File: config.mk
export PLATFORM = sky130hd
export DESIGN_NAME = cmd_seq_proc
export DESIGN_NICKNAME = d
export VERILOG_FILES = /design/src/rtl/cmd_seq_proc.sv
export SDC_FILE = /design/constraint.sdc
export NUM_CORES = 1
export LEC_CHECK = 0
export ABC_AREA = 1
export BUFFER_PORTS_ARGS = -buffer_cell sky130_fd_sc_hd__buf_2
export CAP_MARGIN = 0
export CELL_PAD_IN_SITES_DETAIL_PLACEMENT = 1
export CELL_PAD_IN_SITES_GLOBAL_PLACEMENT = 2
export CORE_MARGIN = 2
export CORE_UTILIZATION = 37
export CTS_CLUSTER_DIAMETER = 30
export DETAILED_ROUTE_END_ITERATION = 6
export MAX_ROUTING_LAYER = met4
export PLACE_DENSITY = 0.83
export SLEW_MARGIN = 20
export SYNTH_ARGS = -nofsm -noshare
export SYNTH_HDL_FRONTEND = slang
export SYNTH_SLANG_ARGS = --single-unit
export TNS_END_PERCENT = 30
File: constraint.sdc
create_clock -name clk -period 2.5 [get_ports clk]
set_input_delay 0.125 -clock clk [delete_from_list [all_inputs] [get_ports clk]]
set_output_delay 0.125 -clock clk [all_outputs]
set_load 0.02 [all_outputs]
File: src/rtl/cmd_seq_proc.sv
// Queued command processor for the line follower: buffers route commands and
// executes each as a sequence of 2-bit legs, with bumper debounce, pause/resume and halt.
module cmd_seq_proc #(
  parameter int unsigned CMD_W      = 16,
  parameter int unsigned FIFO_DEPTH = 4,
  parameter int unsigned TMR_W      = 27,
  parameter int unsigned DB_CYCLES  = 16,
  parameter int unsigned T_BUMP     = 5_000_000,
  parameter int unsigned T_TURN_A   = 46_150_000,
  parameter int unsigned T_TURN_B   = 65_000_000,
  parameter logic [15:0] VEER_ERR   = 16'h340,
  parameter logic [15:0] TURN_A_ERR = 16'h1E0,
  parameter logic [15:0] TURN_B_ERR = 16'h380,
  parameter int unsigned BUZZ_HALF  = 6250
) (
  input  logic             clk,
  input  logic             rst_n,
  input  logic [CMD_W-1:0] cmd,
  input  logic             cmd_rdy,
  output logic             clr_cmd_rdy,
  input  logic             line_present,
  input  logic             BMPL_n,
  input  logic             BMPR_n,
  output logic             go,
  output logic [15:0]      err_opn_lp,
  output logic             err_opn_lp_en,
  output logic             buzz,
  output logic             busy,
  output logic             fifo_full,
  output logic             fifo_empty
);

  localparam int unsigned AW  = (FIFO_DEPTH > 1) ? $clog2(FIFO_DEPTH) : 1;
  localparam int unsigned DBW = $clog2(DB_CYCLES + 1);
  localparam int unsigned BZW = $clog2(BUZZ_HALF + 1);
  localparam logic [TMR_W-1:0] TMR_BUMP = TMR_W'(T_BUMP - 1);
  localparam logic [TMR_W-1:0] TMR_TA   = TMR_W'(T_TURN_A - 1);
  localparam logic [TMR_W-1:0] TMR_TB   = TMR_W'(T_TURN_B - 1);

  typedef enum logic [2:0] {
    S_IDLE, S_FOLLOW, S_VEER, S_TURN_A, S_TURN_B, S_BUMP, S_HALT
  } state_t;

  state_t           r_state, w_next;
  logic [CMD_W-1:0] r_mem [FIFO_DEPTH];
  logic [AW-1:0]    r_wptr, r_rptr;
  logic [AW:0]      r_cnt;
  logic             r_clr;
  logic [CMD_W-1:0] r_leg;
  logic [TMR_W-1:0] r_tmr;
  logic [1:0]       r_sync;
  logic [DBW-1:0]   r_db_cnt;
  logic             r_bump_db, r_bump_prev;
  logic             r_last_rght;
  logic [BZW-1:0]   r_bz_cnt;
  logic             r_buzz;

  logic             w_full, w_empty, w_push, w_pop, w_adv;
  logic             w_raw, w_bump_edge, w_buzz_st;
  logic             w_go, w_en;
  logic [15:0]      w_err;

  assign w_full  = (r_cnt == (AW+1)'(FIFO_DEPTH));
  assign w_empty = (r_cnt == '0);
  // No write in the pulse cycle: the wrapper still holds cmd_rdy while it sees clr.
  assign w_push  = cmd_rdy && !r_clr && (!w_full || w_pop);

  always_ff @(posedge clk) begin
    if (w_push) r_mem[r_wptr] <= cmd;
  end

  always_ff @(posedge clk or negedge rst_n) begin
    if (!rst_n) begin
      r_wptr <= '0;
      r_rptr <= '0;
      r_cnt  <= '0;
      r_clr  <= 1'b0;
    end else begin
      r_clr <= w_push;
      if (w_push) r_wptr <= r_wptr + 1'b1;
      if (w_pop)  r_rptr <= r_rptr + 1'b1;
      case ({w_push, w_pop})
        2'b10:   r_cnt <= r_cnt + 1'b1;
        2'b01:   r_cnt <= r_cnt - 1'b1;
        default: r_cnt <= r_cnt;
      endcase
    end
  end

  assign w_raw       = !BMPL_n | !BMPR_n;
  assign w_bump_edge = r_bump_db & ~r_bump_prev;

  always_ff @(posedge clk or negedge rst_n) begin
    if (!rst_n) begin
      r_sync      <= '0;
      r_db_cnt    <= '0;
      r_bump_db   <= 1'b0;
      r_bump_prev <= 1'b0;
    end else begin
      r_sync      <= {r_sync[0], w_raw};
      r_bump_prev <= r_bump_db;
      if (r_sync[1] == r_bump_db) begin
        r_db_cnt <= '0;
      end else if (r_db_cnt == DBW'(DB_CYCLES - 1)) begin
        r_db_cnt  <= '0;
        r_bump_db <= ~r_bump_db;
      end else begin
        r_db_cnt <= r_db_cnt + 1'b1;
      end
    end
  end

  always_comb begin
    w_next = r_state;
    w_pop  = 1'b0;
    w_adv  = 1'b0;
    case (r_state)
      S_IDLE: begin
        if (!w_empty && line_present) begin
          w_pop  = 1'b1;
          w_next = S_FOLLOW;
        end
      end
      S_FOLLOW: begin
        if (r_bump_db) begin
          w_next = S_BUMP;
        end else if (!line_present) begin
          case (r_leg[1:0])
            2'b00:   w_next = S_IDLE;
            2'b11:   w_next = S_TURN_A;
            default: w_next = S_VEER;
          endcase
        end
      end
      S_VEER: begin
        if (r_bump_db) begin
          w_next = S_BUMP;
        end else if (line_present) begin
          w_adv  = 1'b1;
          w_next = S_FOLLOW;
        end
      end
      S_TURN_A: begin
        if (r_tmr >= TMR_TA) w_next = S_TURN_B;
      end
      S_TURN_B: begin
        if (r_tmr >= TMR_TB && line_present) begin
          w_adv  = 1'b1;
          w_next = S_FOLLOW;
        end
      end
      S_BUMP: begin
        if (!r_bump_db)            w_next = S_FOLLOW;
        else if (r_tmr >= TMR_BUMP) w_next = S_HALT;
      end
      S_HALT: begin
        if (w_bump_edge) w_next = S_FOLLOW;
      end
      default: w_next = S_IDLE;
    endcase
  end

  always_ff @(posedge clk or negedge rst_n) begin
    if (!rst_n) begin
      r_state     <= S_IDLE;
      r_tmr       <= '0;
      r_leg       <= '0;
      r_last_rght <= 1'b0;
    end else begin
      r_state <= w_next;
      if (r_state != w_next)  r_tmr <= '0;
      else if (r_tmr != '1)   r_tmr <= r_tmr + 1'b1;
      if (w_pop)      r_leg <= r_mem[r_rptr];
      else if (w_adv) r_leg <= {2'b00, r_leg[CMD_W-1:2]};
      if (w_adv && r_state == S_VEER) r_last_rght <= r_leg[1];
    end
  end

  assign w_buzz_st = (r_state == S_BUMP) || (r_state == S_HALT);

  always_ff @(posedge clk or negedge rst_n) begin
    if (!rst_n) begin
      r_bz_cnt <= '0;
      r_buzz   <= 1'b0;
    end else if (!w_buzz_st) begin
      r_bz_cnt <= '0;
      r_buzz   <= 1'b0;
    end else if (r_bz_cnt == BZW'(BUZZ_HALF - 1)) begin
      r_bz_cnt <= '0;
      r_buzz   <= ~r_buzz;
    end else begin
      r_bz_cnt <= r_bz_cnt + 1'b1;
    end
  end

  always_comb begin
    w_go  = 1'b0;
    w_en  = 1'b0;
    w_err = '0;
    case (r_state)
      S_FOLLOW: w_go = 1'b1;
      S_VEER: begin
        w_go  = 1'b1;
        w_en  = 1'b1;
        w_err = r_leg[1] ? VEER_ERR : -VEER_ERR;
      end
      S_TURN_A: begin
        w_go  = 1'b1;
        w_en  = 1'b1;
        w_err = r_last_rght ? -TURN_A_ERR : TURN_A_ERR;
      end
      S_TURN_B: begin
        w_go  = 1'b1;
        w_en  = 1'b1;
        w_err = r_last_rght ? TURN_B_ERR : -TURN_B_ERR;
      end
      default: ;
    endcase
  end

  assign go            = w_go;
  assign err_opn_lp_en = w_en;
  assign err_opn_lp    = w_err;
  assign buzz          = r_buzz & w_buzz_st;
  assign busy          = (r_state != S_IDLE);
  assign clr_cmd_rdy   = r_clr;
  assign fifo_full     = w_full;
  assign fifo_empty    = w_empty;

endmodule
== After elaboration in Yosys (flattened, before gate mapping) ==
Memories as Yosys holds them, arrays and structs flattened.
Index checks and enable logic that the tools add are counted.
Widths: inputs -> output; s select.
Storage, ports and cells
  flip-flop bits (word level): 78
  latch bits: 0
  bits in writable memories: 64
  ROM bits: 0
  output and inout bits: 23
  memories: 1
Operators by class
  add/subtract/negate cells: 7
  multiply operators: 0
  div/mod/pow operators: 0
  $lt $le $gt $ge: 3
  equal/unequal tests: 16
  shifts and indexed selects: 0
  multiplexer cells: 37
  bitwise operators: 7
  reductions and logical operators: 22
Memory list
  r_mem: depth 4, width 16, read ports 1, clocked after memory_dff 0, wr ports 1, line 45  | logic [CMD_W-1:0] r_mem [FIFO_DEPTH];
Operators by type and width (count)
  $mux 16: 5
  $ge 27x26->1 const B: 2
  $mux 27: 2
  $pmux 16 s3: 1
  $mux 3: 10
  $add 27x1->27 const B: 1
  $ge 27x23->1 const B: 1
  $ne 27x27->1 const B: 1
  $mux 13: 2
  $pmux 3 s7: 1
  $add 13x1->13 const B: 1
  $eq 13x13->1 const B: 1
  $eq 3x3->1 const B: 4
  $mux 1: 11
  $mux 5: 2
  $eq 3x2->1 const B: 2
  $logic_not 3->1: 2
  $pmux 3 s2: 1
  $reduce_bool 2->1: 3
  $add 5x1->5 const B: 1
  $eq 5x4->1 const B: 1
  $logic_and 1x1->1: 5
  $logic_not 1->1: 5
  $add 2x1->2 const B: 2
  19 further kinds: 25

== Longest topological paths before layout ==
  depth in word-level cells: 9
  depth in mapped cells: 17
  depth with buffers taken out: 15

== Least setup slack after synthesis ==
No wires, ideal clock.
  path type: register to register
  start point: register r_state[0]
  end point: memory r_mem[0][0], enable pin
  setup time: 389 ps
  arrival time: 1848 ps
  slack: 263 ps
  stages on the path, launching flop included: 8
  path buffers: 0
  clock period less this slack: 2237 ps
  path through: dfrtp_1 > inv_1 > nand2_1 > nor2_1 > nand2_1 > nor2_4 > o21ai_1 > nor2_1
Between the ends
  cells in the longest elaborated chain, start to end: 6
Ends and longest elaborated chain
  from (decl): line 44  | state_t r_state, w_next;
  from (signal assigned): line 170  | r_state <= w_next;
  $logic_not 3->1: line 117  | case (r_state)
  $mux 1: line 117
  $logic_or 1x1->1: line 66  | assign w_push = cmd_rdy && !r_clr && (!w_full || w_pop);
  $logic_and 1x1->1: line 66
  $mux 1: line 69  | if (w_push) r_mem[r_wptr] <= cmd;
  $mux 1 (implied by the code): line 69
  to (decl): line 45
No other way between the ends.

== Final worst setup path ==
  start point: register r_tmr[20]
  end point: register r_tmr[1]
Between the ends
  cells in the longest elaborated chain, start to end: 6
  elaborated cells on any way between the ends: 13
Ends and longest elaborated chain
  from (decl): line 50  | logic [TMR_W-1:0] r_tmr;
  from (signal assigned): line 172  | else if (r_tmr != '1) r_tmr <= r_tmr + 1'b1;
  $ge 27x23->1 or $ge 27x26->1 (tied branches): line 154, 147
  $mux 3 or $logic_and 1x1->1 (tied branches): line 154, 147
  $mux 3 (on tied branches): line 153, 147
  $pmux 3 s7: line 117
  $ne 3x3->1: line 171  | if (r_state != w_next) r_tmr <= '0;
  $mux 27 or $reduce_bool 2->1 (tied branches)
Several ways; a longest one is shown, not always the timed one.
A chain may end at the register's enable or synchronous reset.

==> flow_summary.yaml <==
outcome:
  status: "finished clean"
finish:
  area.sequential_mm2: 0.00387
  n_antenna_cell: 0
  area_delta_synth_final_pct: 18.2
  final_nets: 966
  multi_input_area_mm2: 0.00288
  drive_gt1_frac: 0.137
  nFillCells: 2332
  stdcell_count: 1213
route:
  drtPass1Iterations: 4
  antenna_left: 0
  dr.first_iter.drc_count: 271
  routed_wl_um: 19000
  drc: 0
  vias: 5895
  viasPerCell: 4.86
  avgRoutedWirePerCell_um: 15.6
yosys:
  synthAdderAreaFrac: 0.0164
  netlist_area_mm2: 0.00733
  synth.area.top_cells: "dfrtp_1, edfxtp_1, nand2_1, nor2_1, inv_1"
  syn_inst: 868
  yosysUniqueCellTypes: 43
  async_flop_share: 0.549
  synth-main-ff-cell: "dfrtp_1"
  synth_top_family_by_area: "simple AND/OR/NAND/NOR gates"
  synth_largest_area_cell: "dfrtp_1"
  synthSimpleGateAreaFrac: 0.254
  yosys_warnings: 0
  synth-xor-area-share: 0.0239
  ys_ff_latch: 142
  synth_top_area_share: 0.266
  synth_mux_area_frac: 0.00137
  ys_seq_area_frac: 0.528
  synth_compound_area_frac: 0.0930
  synth_edf_count: 64
  syn_avg_cell_area_um2: 8.45
worst_setup_path:
  slowest_stage: "dfrtp_1"
  path_cells: "inv_2, nand2_2, nand2_1, nand2_1, nand2_1, nand2_1, nor2_2, nand3_1, a21oi_2, inv_1, nand2_1, nand2_1, nor2_4, nand2_4, buf_4, nor2_1"
  r2r_start: "r_tmr[20]"
  crit_family: "simple AND/OR/NAND/NOR gates"
  worstSetupStartpointType: "register"
  crit_type: "register to register"
  worstPathMaxFanout: 10
  path_buf_inv: 3
  worstPathArrival_ns: 2.59
  critPathLaunch: "r_tmr[20]"
  slowest_delay_ns: 0.43
  required_ns: 2.85
  crit_top_cell: "nand2_1"
  critPathCaptureType: "register"
floorplan:
  io_pins: 45
  chipWidth_um: 145
  die_height_um: 145
  placementRows: 51
  coreArea_mm2: 0.0195
  start_util: 0.377
  die_area_mm2: 0.0210
power:
  combPwrFrac: 0.339
  p_sw_mw: 3.32
  p_int_mw: 5.21
  p_sw_frac: 0.389
  power_leakage_nw: 3.69
  power_density_mw_per_mm2: 984
  peakVddDrop_mv: 0.527
  p_seq_frac: 0.365
  power_mw: 8.52
  power.share.clock: 0.296
place:
  place_hpwl_um: 13500
  place_ws_ns: 0.205
  port_buffers: 39
  dp.cells: 1162
  gp_congestion: 0.806
clocking:
  path_clk_slew_ns: 0.07
  cts_tree: "built"
  clk_latency_ns: 0.43
  clock_sinks: 142
  cts_buffers: 17
  ctsRootBufferMaster: "clkbuf_16"
  post-cts-setup-buffer-count: 0
  htreeDepth: 4
  clockBufferDepth: 2
timing:
  maxSlewViolCount: 0
  period_share: 0.899
  maxSlewHeadroom: 0.544
  fmax_mhz: 445
  rsz0062_at_grt: "false"
  tightest_slew_ns: 0.684
  tns_ns: 0
  finalSetupViolCount: 0
  fin_ws_ns: 0.253
  hold_viol_final: 0
  fin_worst_skew_ns: 0.0172
  min_period_ns: 2.25
global_routing:
  overflow: 0
  track_usage: 0.201
  antenna_found_initial: 0
  grt_max_degree: 48
  first_global_vias: 6343
  grt_pass1_wl_um: 31600
min_path:
  hold_class: "input pin to register"
  hp-start: "line_present"
flow_run:
  cap_viol_max_count: 0
metal layers:
metal	track usage	vias to the layer above	part of all wire
met1	0.241	2870	0.45
met3	0.0369	15	0.019
met5	-	-	0
li1	-	2957	-
met2	0.343	53	0.52
met4	0.0649	0	0.011
placed cells by master, fill, tap and decap left out, drive strengths merged, types with 2 or more instances in the layout:
cell / count
inv: 119
clkinvlp: 2
ha: 8
dfrtp: 78
dlygate4sd3: 19
xnor2: 3
nor3: 16
o21ai: 72
nand2: 180
conb: 5
o31ai: 2
a221oi: 2
a31oi: 2
o211ai: 10
a21oi: 13
nor2: 174
edfxtp: 64
o22ai: 16
nor4: 4
clkbuf: 17
buf: 57
clkinv: 5
xor2: 17
nand4: 13
nand3: 42
cell families after synthesis:
| family | after synthesis |
|---|---|
| xor+xnor | 20 |
| mux | 1 |
| fa+ha+maj | 9 |
| simple gates | 431 |
| flops | 142 |
| compound gates | 121 |
| buf+inv | 143 |
| other cells | 1 |
area by class of cell:
class	instances	area share
sequential	142	0.447
multi-input combinational	587	0.333
timing repair buffer	76	0.0647
clock buffer	17	0.0491
inverter	111	0.0481
tap	265	0.0383
clock inverter	15	0.0195
synth_stat cells (12+ instances only):
cell type / instances
nand2_1: 171
nor2_1: 161
inv_1: 104
dfrtp_1: 78
o21ai_0: 69
edfxtp_1: 64
nand3_1: 41
xor2_1: 17
o22ai_1: 16
clkbuf_1: 13
a21oi_1: 12
nor3_1: 12
sequential cells by signal, summed over array words and instances, names as in the netlist, 3 cells and up:
signal / flops
r_leg: 16
r_bz_cnt: 13
r_tmr: 27
r_cnt: 3
r_db_cnt: 5
r_mem: 64
r_state: 3
power by group through the flow:
stage               Combinational (mW)  Sequential [mW]  Clock (mW)
floorplan                         2.05             3.10           0
global placement                  2.86             3.14           0
detailed placement                2.91             3.15           0
CTS                               2.95             3.11        2.58
global route                      3.29             3.15        2.67
finish                            2.89             3.11        2.52
repair_timing:
| action | 4_1_cts | 5_1_grt |
|---|---|---|
| hold buffers | 19 | 0 |
| setup endpoints to repair | 0 | 21 |
| gates resized for setup | 0 | 5 |
| endpoints found under the hold margin | 111 | 0 |
metrics by stage:
step	instance area, um^2	util	hold slack [ns]
4_1_cts	8640	0.444	0.121
3_3_place_gp	7860	0.404	0.205
6_report	8660	0.445	0.138
3_5_place_dp	7860	0.404	0.216
5_1_grt	8660	0.445	0.132
2_1_floorplan	7350	-	-0.171
path summary, 6_finish.rpt:
check,slack (ns),cells after the start,end
worst max-delay path,0.25,16,r_tmr[1]
worst min-delay path,0.14,3,r_last_rght
worst max register to register,0.25,16,r_tmr[1]
worst min register to register,0.37,0,r_sync[1]
max in group asynchronous,1.57,3,r_bump_prev
min in group asynchronous,0.28,2,r_wptr[0]
worst reg2reg max path: stages (launching register included):
cell and delay, ns:
dfrtp_1 0.43, inv_2 0.12, nand2_2 0.10, nand2_1 0.09, nand2_1 0.06, nand2_1 0.07
nand2_1 0.06, nor2_2 0.21, nand3_1 0.12, a21oi_2 0.19, inv_1 0.07, nand2_1 0.07
nand2_1 0.09, nor2_4 0.16, nand2_4 0.07, buf_4 0.18, nor2_1 0.10
No activity file was read; power rests on OpenSTA's default activity.
